==> config.mk <==
export PLATFORM = sky130hd
export DESIGN_NAME = wb_rr_arbiter
export DESIGN_NICKNAME = d
export VERILOG_FILES = /design/src/rtl/wb_rr_arbiter.sv
export SDC_FILE = /design/constraint.sdc
export NUM_CORES = 1
export LEC_CHECK = 0
export CAP_MARGIN = 20
export CORE_AREA = 2 2 149 151
export CTS_CLUSTER_DIAMETER = 120
export DETAILED_ROUTE_END_ITERATION = 8
export DIE_AREA = 0 0 151 153
export GPL_ROUTABILITY_DRIVEN = 1
export PLACE_DENSITY_LB_ADDON = 0.05
export SLEW_MARGIN = 20
export SYNTH_ARGS = -nofsm -noshare
export SYNTH_HDL_FRONTEND = slang
export SYNTH_SLANG_ARGS = --single-unit
==> constraint.sdc <==
create_clock -name clk_i -period 2.8 [get_ports clk_i]
set_input_delay 0.28 -clock clk_i [delete_from_list [all_inputs] [get_ports clk_i]]
set_output_delay 0.28 -clock clk_i [all_outputs]
set_load 0.005 [all_outputs]
==> src/rtl/wb_rr_arbiter.sv <==
// wb_rr_arbiter: round-robin WISHBONE arbiter.
// NUM_M masters share one slave port. One master is granted per bus cycle.
// Its request is steered to the slave, and ack/err go back to that master only.
// A watchdog ends any cycle that the slave never acknowledges.
module wb_rr_arbiter #(
  parameter int NUM_M   = 4,
  parameter int ADR_W   = 26,
  parameter int DAT_W   = 32,
  parameter int TIMEOUT = 15
) (
  input  logic                   clk_i,
  input  logic                   rst_i,
  input  logic [NUM_M-1:0]       m_cyc_i,
  input  logic [NUM_M-1:0]       m_stb_i,
  input  logic [NUM_M-1:0]       m_we_i,
  input  logic [NUM_M*ADR_W-1:0] m_adr_i,
  input  logic [NUM_M*DAT_W-1:0] m_dat_i,
  output logic [NUM_M-1:0]       m_ack_o,
  output logic [NUM_M-1:0]       m_err_o,
  output logic [DAT_W-1:0]       m_dat_o,
  output logic [NUM_M-1:0]       gnt_o,
  output logic                   busy_o,
  output logic                   s_cyc_o,
  output logic                   s_stb_o,
  output logic                   s_we_o,
  output logic                   s_taga_o,
  output logic [ADR_W-1:0]       s_adr_o,
  output logic [DAT_W-1:0]       s_dat_o,
  input  logic                   s_ack_i,
  input  logic [DAT_W-1:0]       s_dat_i
);

  localparam int PTR_W = (NUM_M > 1) ? $clog2(NUM_M) : 1;
  localparam logic [7:0] WDOG_LAST = 8'(TIMEOUT - 1);

  typedef enum logic [1:0] {
    ST_IDLE    = 2'd0,
    ST_ACTIVE  = 2'd1,
    ST_RELEASE = 2'd2
  } state_e;

  state_e           state_q, state_d;
  logic [PTR_W-1:0] ptr_q, ptr_d;
  logic [NUM_M-1:0] gnt_q, gnt_d;
  logic [7:0]       wdog_q, wdog_d;

  logic [NUM_M-1:0] req_s;
  logic [NUM_M-1:0] pick_s;
  logic             found_s;
  logic [PTR_W-1:0] gidx_s;
  logic             active_s;
  logic             cyc_g_s;
  logic             tmo_s;

  // Convert the one-hot grant into a binary master index.
  function automatic logic [PTR_W-1:0] onehot_to_idx(input logic [NUM_M-1:0] oh);
    logic [PTR_W-1:0] idx;
    idx = '0;
    for (int i = 0; i < NUM_M; i++) begin
      idx = idx | (oh[i] ? PTR_W'(i) : '0);
    end
    return idx;
  endfunction

  // Index of the master after idx, wrapping at NUM_M.
  function automatic logic [PTR_W-1:0] next_idx(input logic [PTR_W-1:0] idx);
    logic [PTR_W-1:0] nxt;
    if (int'(idx) >= NUM_M - 1) begin
      nxt = '0;
    end else begin
      nxt = idx + PTR_W'(1);
    end
    return nxt;
  endfunction

  assign req_s    = m_cyc_i & m_stb_i;
  assign gidx_s   = onehot_to_idx(gnt_q);
  assign active_s = (state_q == ST_ACTIVE);
  // Abort wins over ack, and ack wins over a watchdog expiry in the same cycle.
  assign cyc_g_s  = |(m_cyc_i & gnt_q);
  assign tmo_s    = active_s & cyc_g_s & ~s_ack_i & (wdog_q == WDOG_LAST);

  // Round-robin pick: the first requester at or after ptr, wrapping around.
  always_comb begin
    pick_s  = '0;
    found_s = 1'b0;
    for (int i = 0; i < NUM_M; i++) begin
      logic [PTR_W-1:0] cand;
      cand = PTR_W'((int'(ptr_q) + i) % NUM_M);
      if (!found_s && req_s[cand]) begin
        pick_s[cand] = 1'b1;
        found_s      = 1'b1;
      end else begin
        found_s = found_s;
      end
    end
  end

  // Next-state logic for the grant FSM, the pointer and the watchdog.
  always_comb begin
    state_d = state_q;
    ptr_d   = ptr_q;
    gnt_d   = gnt_q;
    wdog_d  = wdog_q;
    case (state_q)
      ST_IDLE: begin
        wdog_d = 8'd0;
        if (found_s) begin
          gnt_d   = pick_s;
          state_d = ST_ACTIVE;
        end else begin
          gnt_d   = '0;
          state_d = ST_IDLE;
        end
      end
      ST_ACTIVE: begin
        if (!cyc_g_s || s_ack_i || tmo_s) begin
          state_d = ST_RELEASE;
        end else begin
          wdog_d  = wdog_q + 8'd1;
          state_d = ST_ACTIVE;
        end
      end
      ST_RELEASE: begin
        ptr_d   = next_idx(gidx_s);
        wdog_d  = 8'd0;
        gnt_d   = '0;
        state_d = ST_IDLE;
      end
      default: begin
        ptr_d   = '0;
        gnt_d   = '0;
        wdog_d  = 8'd0;
        state_d = ST_IDLE;
      end
    endcase
  end

  // FSM state, round-robin pointer, registered grant and watchdog.
  always_ff @(posedge clk_i) begin
    if (rst_i) begin
      state_q <= ST_IDLE;
      ptr_q   <= '0;
      gnt_q   <= '0;
      wdog_q  <= 8'd0;
    end else begin
      state_q <= state_d;
      ptr_q   <= ptr_d;
      gnt_q   <= gnt_d;
      wdog_q  <= wdog_d;
    end
  end

  // Steer the granted master's request onto the slave port while ACTIVE.
  always_comb begin
    s_we_o  = 1'b0;
    s_adr_o = '0;
    s_dat_o = '0;
    if (active_s) begin
      for (int i = 0; i < NUM_M; i++) begin
        s_we_o  = s_we_o | (gnt_q[i] & m_we_i[i]);
        s_adr_o = s_adr_o | (gnt_q[i] ? m_adr_i[i*ADR_W +: ADR_W] : '0);
        s_dat_o = s_dat_o | (gnt_q[i] ? m_dat_i[i*DAT_W +: DAT_W] : '0);
      end
    end else begin
      s_we_o  = 1'b0;
      s_adr_o = '0;
      s_dat_o = '0;
    end
  end

  // Return ack/err only to the granted master. An aborted cycle gets neither.
  always_comb begin
    m_ack_o = '0;
    m_err_o = '0;
    if (active_s && cyc_g_s) begin
      m_ack_o = gnt_q & {NUM_M{s_ack_i}};
      m_err_o = gnt_q & {NUM_M{tmo_s}};
    end else begin
      m_ack_o = '0;
      m_err_o = '0;
    end
  end

  assign m_dat_o  = s_dat_i;
  assign gnt_o    = gnt_q;
  assign busy_o   = (state_q == ST_ACTIVE) || (state_q == ST_RELEASE);
  assign s_cyc_o  = active_s;
  assign s_stb_o  = active_s;
  assign s_taga_o = ~active_s;

endmodule
==> results.py <==
metrics = {
    "outcome": {
        "status": "completed",
    },
    "sta": {
        "slew_violations": 0,
        "min_period_ns": 2.53,
        "worst_slack_ns": 0.268,
        "hold_viol_final": 0,
        "timing.setup.tns_ns": 0,
        "rsz0062_at_grt": "no",
        "finalClockSkew_ns": 0.00318,
        "fin_crit_sh_pct": 90.4,
        "finalSetupViolCount": 0,
        "tightestPinTransition_ns": 0.582,
        "relSlewSlack_pct": 61.2,
        "fmax_mhz": 395,
    },
    "detailed_routing": {
        "drtPass1Iterations": 4,
        "antenna_left": 0,
        "routed_via_density": 4.57,
        "avgRoutedWirePerCell_um": 22.0,
        "drt_iter0_drc": 241,
        "num_vias": 4317,
        "drc": 0,
        "wirelength_um": 20700,
    },
    "finish": {
        "fin_util_pct": 29.2,
        "antenna_cells": 0,
        "final_nets": 956,
        "final_cell_area_um2": 6270,
        "drive_above_1_share_pct": 5.12,
        "area_growth_pct": 119,
    },
    "synth": {
        "syn_nets": 685,
        "synth_ff_type": "dfxtp_1",
        "synthDistinctLibCells": 41,
        "synth_edf_count": 0,
        "synthesis.area_um2": 2860,
        "syn_inst": 394,
        "avgSynthCellArea_um2": 7.27,
        "ys_seq_elements": 16,
        "ys_seq_area_share_pct": 11.2,
        "async_reset_ff_share_pct": 0,
        "ys_warn_count": 0,
    },
    "placed_design": {
        "hpwl_um": 16300,
        "place_congestion": 0.811,
        "placed_area_um2": 6180,
        "io_buffer_count": 321,
        "place_worst_setup_slack_ns": 0.301,
    },
    "die": {
        "core_area_um2": 21500,
        "die_h_um": 153,
        "ios": 386,
        "initial_core_util_pct": 13.3,
        "dieArea_um2": 23100,
        "num_rows": 54,
        "dieWidth_um": 151,
    },
    "clock_network": {
        "cts_buffers": 3,
        "clock-sinks": 16,
        "clk_latency_ns": 0.25,
        "cts_tree": "built",
        "clk_path_buf_depth": 2,
        "cts_setup_buffers": 0,
        "htreeDepth": 1,
        "clk_pin_slew_ns": 0.05,
        "cts_resized": 0,
        "cts-root-buf": "clkbuf_16",
        "cts_hold_buf": 0,
    },
    "global_route": {
        "grtUsageTotal_pct": 16.4,
        "use_met1_pct": 19.2,
        "grt_first_pass_wirelength_um": 28700,
        "grt_busiest_layer": "met2",
        "grt_max_degree": 62,
        "grt_util_met3_pct": 4.69,
        "antenna_found_initial": 2,
        "overflow": 0,
        "first_global_vias": 4249,
        "gr-usage-met2_pct": 29.8,
    },
    "flow_run": {
        "drv_cap": 0,
    },
    "pwr": {
        "power.leakage_nw": 1.92,
        "fin_total_pwr_mw": 1.23,
        "peakVddDrop_uv": 194,
        "p_per_area_nw_per_um2": 196,
    },
    "setup_path": {
        "crit_path_end_kind": "primary output",
        "cp_num_buf_inv": 2,
        "path_cells": "buf_4 > a22oi_1 > a21oi_1 > clkdlybuf4s50_1",
        "worst_ep_required_time_ns": 2.52,
        "critPathKind": "reg -> out",
        "worst_path_largest_cell_delay_ns": 0.64,
        "crit_fanout": 24,
        "worstReg2RegStart": "ptr_q[1]$_SDFFE_PP0N_",
        "critPathArrivalTime_ns": 2.25,
        "start_kind": "flip-flop",
        "path_delay_family": "buffers and inverters",
        "crit_slowest_cell": "dfxtp_2",
        "crit_start": "gnt_o[0]$_SDFFE_PP0N_",
    },
    "worst_hold_path": {
        "hold_class": "reg -> reg",
        "hp-start": "wdog_q[2]$_SDFFE_PP0N_",
    },
}
-- registers in the layout, summed over array words and instances, names as in the netlist --
name,cells
gnt_o,4
state_q,2
wdog_q,8
ptr_q,2
-- layout make-up --
type	instances	area, um2
fill	2296	15200
timing repair buffer	337	3410
clock buffer	4	88.8
sequential	16	325
tap	280	350
inverter	6	22.5
multi-input combinational	301	2070
-- per-layer routing --
metal  vias to the layer above  share of wire, %
met5                         -              0.13
met4                         4               1.2
met1                      2047                40
met3                        16               9.5
met2                       197                50
li1                       2053                 -
-- per-stage QoR --
step                      instances  hold slack, ns
after floorplan                 394           0.349
after global placement          940           0.520
after detailed placement        940           0.511
after global routing            944           0.560
after CTS                       944           0.537
final                           944           0.532
-- logic make-up (layout without fill, tap and decap cells) --
logic type      count (synthesis)  in the layout  share of synthesized area, %
simple gates                   60             60                          11.7
buf+inv                        77            347                          16.5
mux                             2              2                         0.699
xor+xnor                        8              8                          2.45
fa+ha+maj                      12             12                          5.24
flops                          16             16                          11.2
compound gates                219            219                          52.3
-- Yosys cell counts, drive strengths merged, types with 3 or more instances --
| cell type | count | area share [%] |
|---|---|---|
| a21oi | 72 | 13 |
| a222oi | 4 | 1.4 |
| a22oi | 122 | 32 |
| a31oi | 5 | 1.1 |
| and2 | 11 | 2.5 |
| and3 | 4 | 0.92 |
| and3b | 3 | 0.92 |
| buf | 45 | 12 |
| clkbuf | 26 | 3.4 |
| dfxtp | 16 | 11 |
| ha | 12 | 5.2 |
| inv | 5 | 0.66 |
| nand2 | 10 | 1.3 |
| nand3 | 6 | 1.0 |
| nand4 | 5 | 1.1 |
| nor2 | 13 | 1.7 |
| o21ai | 8 | 1.4 |
| xor2 | 6 | 1.8 |
-- tightest hold or removal path, cell delays in order (launching register included) --
cell,delay (ns)
dfxtp_1,0.35
xor2_1,0.07
nor2_1,0.07
-- final timing paths --
path	to	slack (ns)	cells past startpoint
worst max register to register	gnt_o[3]$_SDFFE_PP0N_	0.78	7
worst min-delay path	wdog_q[2]$_SDFFE_PP0N_	0.53	2
worst max-delay path	s_dat_o[21]	0.27	4
worst min register to register	wdog_q[2]$_SDFFE_PP0N_	0.53	2
-- report_power, final --
part / internal [mW] / total, mW / switching [mW]
Combinational: 0.433 / 0.663 / 0.230
Sequential: 0.234 / 0.252 / 0.0183
Clock: 0.217 / 0.311 / 0.0934
-- layout by cell type (no fill, tap or decap), types with 2 or more instances in the layout --
master           instances
a21boi_1                 2
a21oi_1                 71
a222oi_1                 4
a22oi_1                120
a22oi_2                  2
a31oi_1                  5
and2_1                  10
and3_1                   3
and3b_1                  3
buf_12                   6
buf_4                   10
clkbuf_16                3
clkdlybuf4s50_1        321
dfxtp_1                 12
dfxtp_2                  4
ha_1                    12
inv_1                    5
mux2i_1                  2
nand2_1                 10
nand2b_1                 2
nand3_1                  6
nand4_1                  5
nor2_1                  13
o21ai_0                  8
or4_1                    2
xnor2_1                  2
xor2_1                   6
No activity file was read; power rests on OpenSTA's default activity.
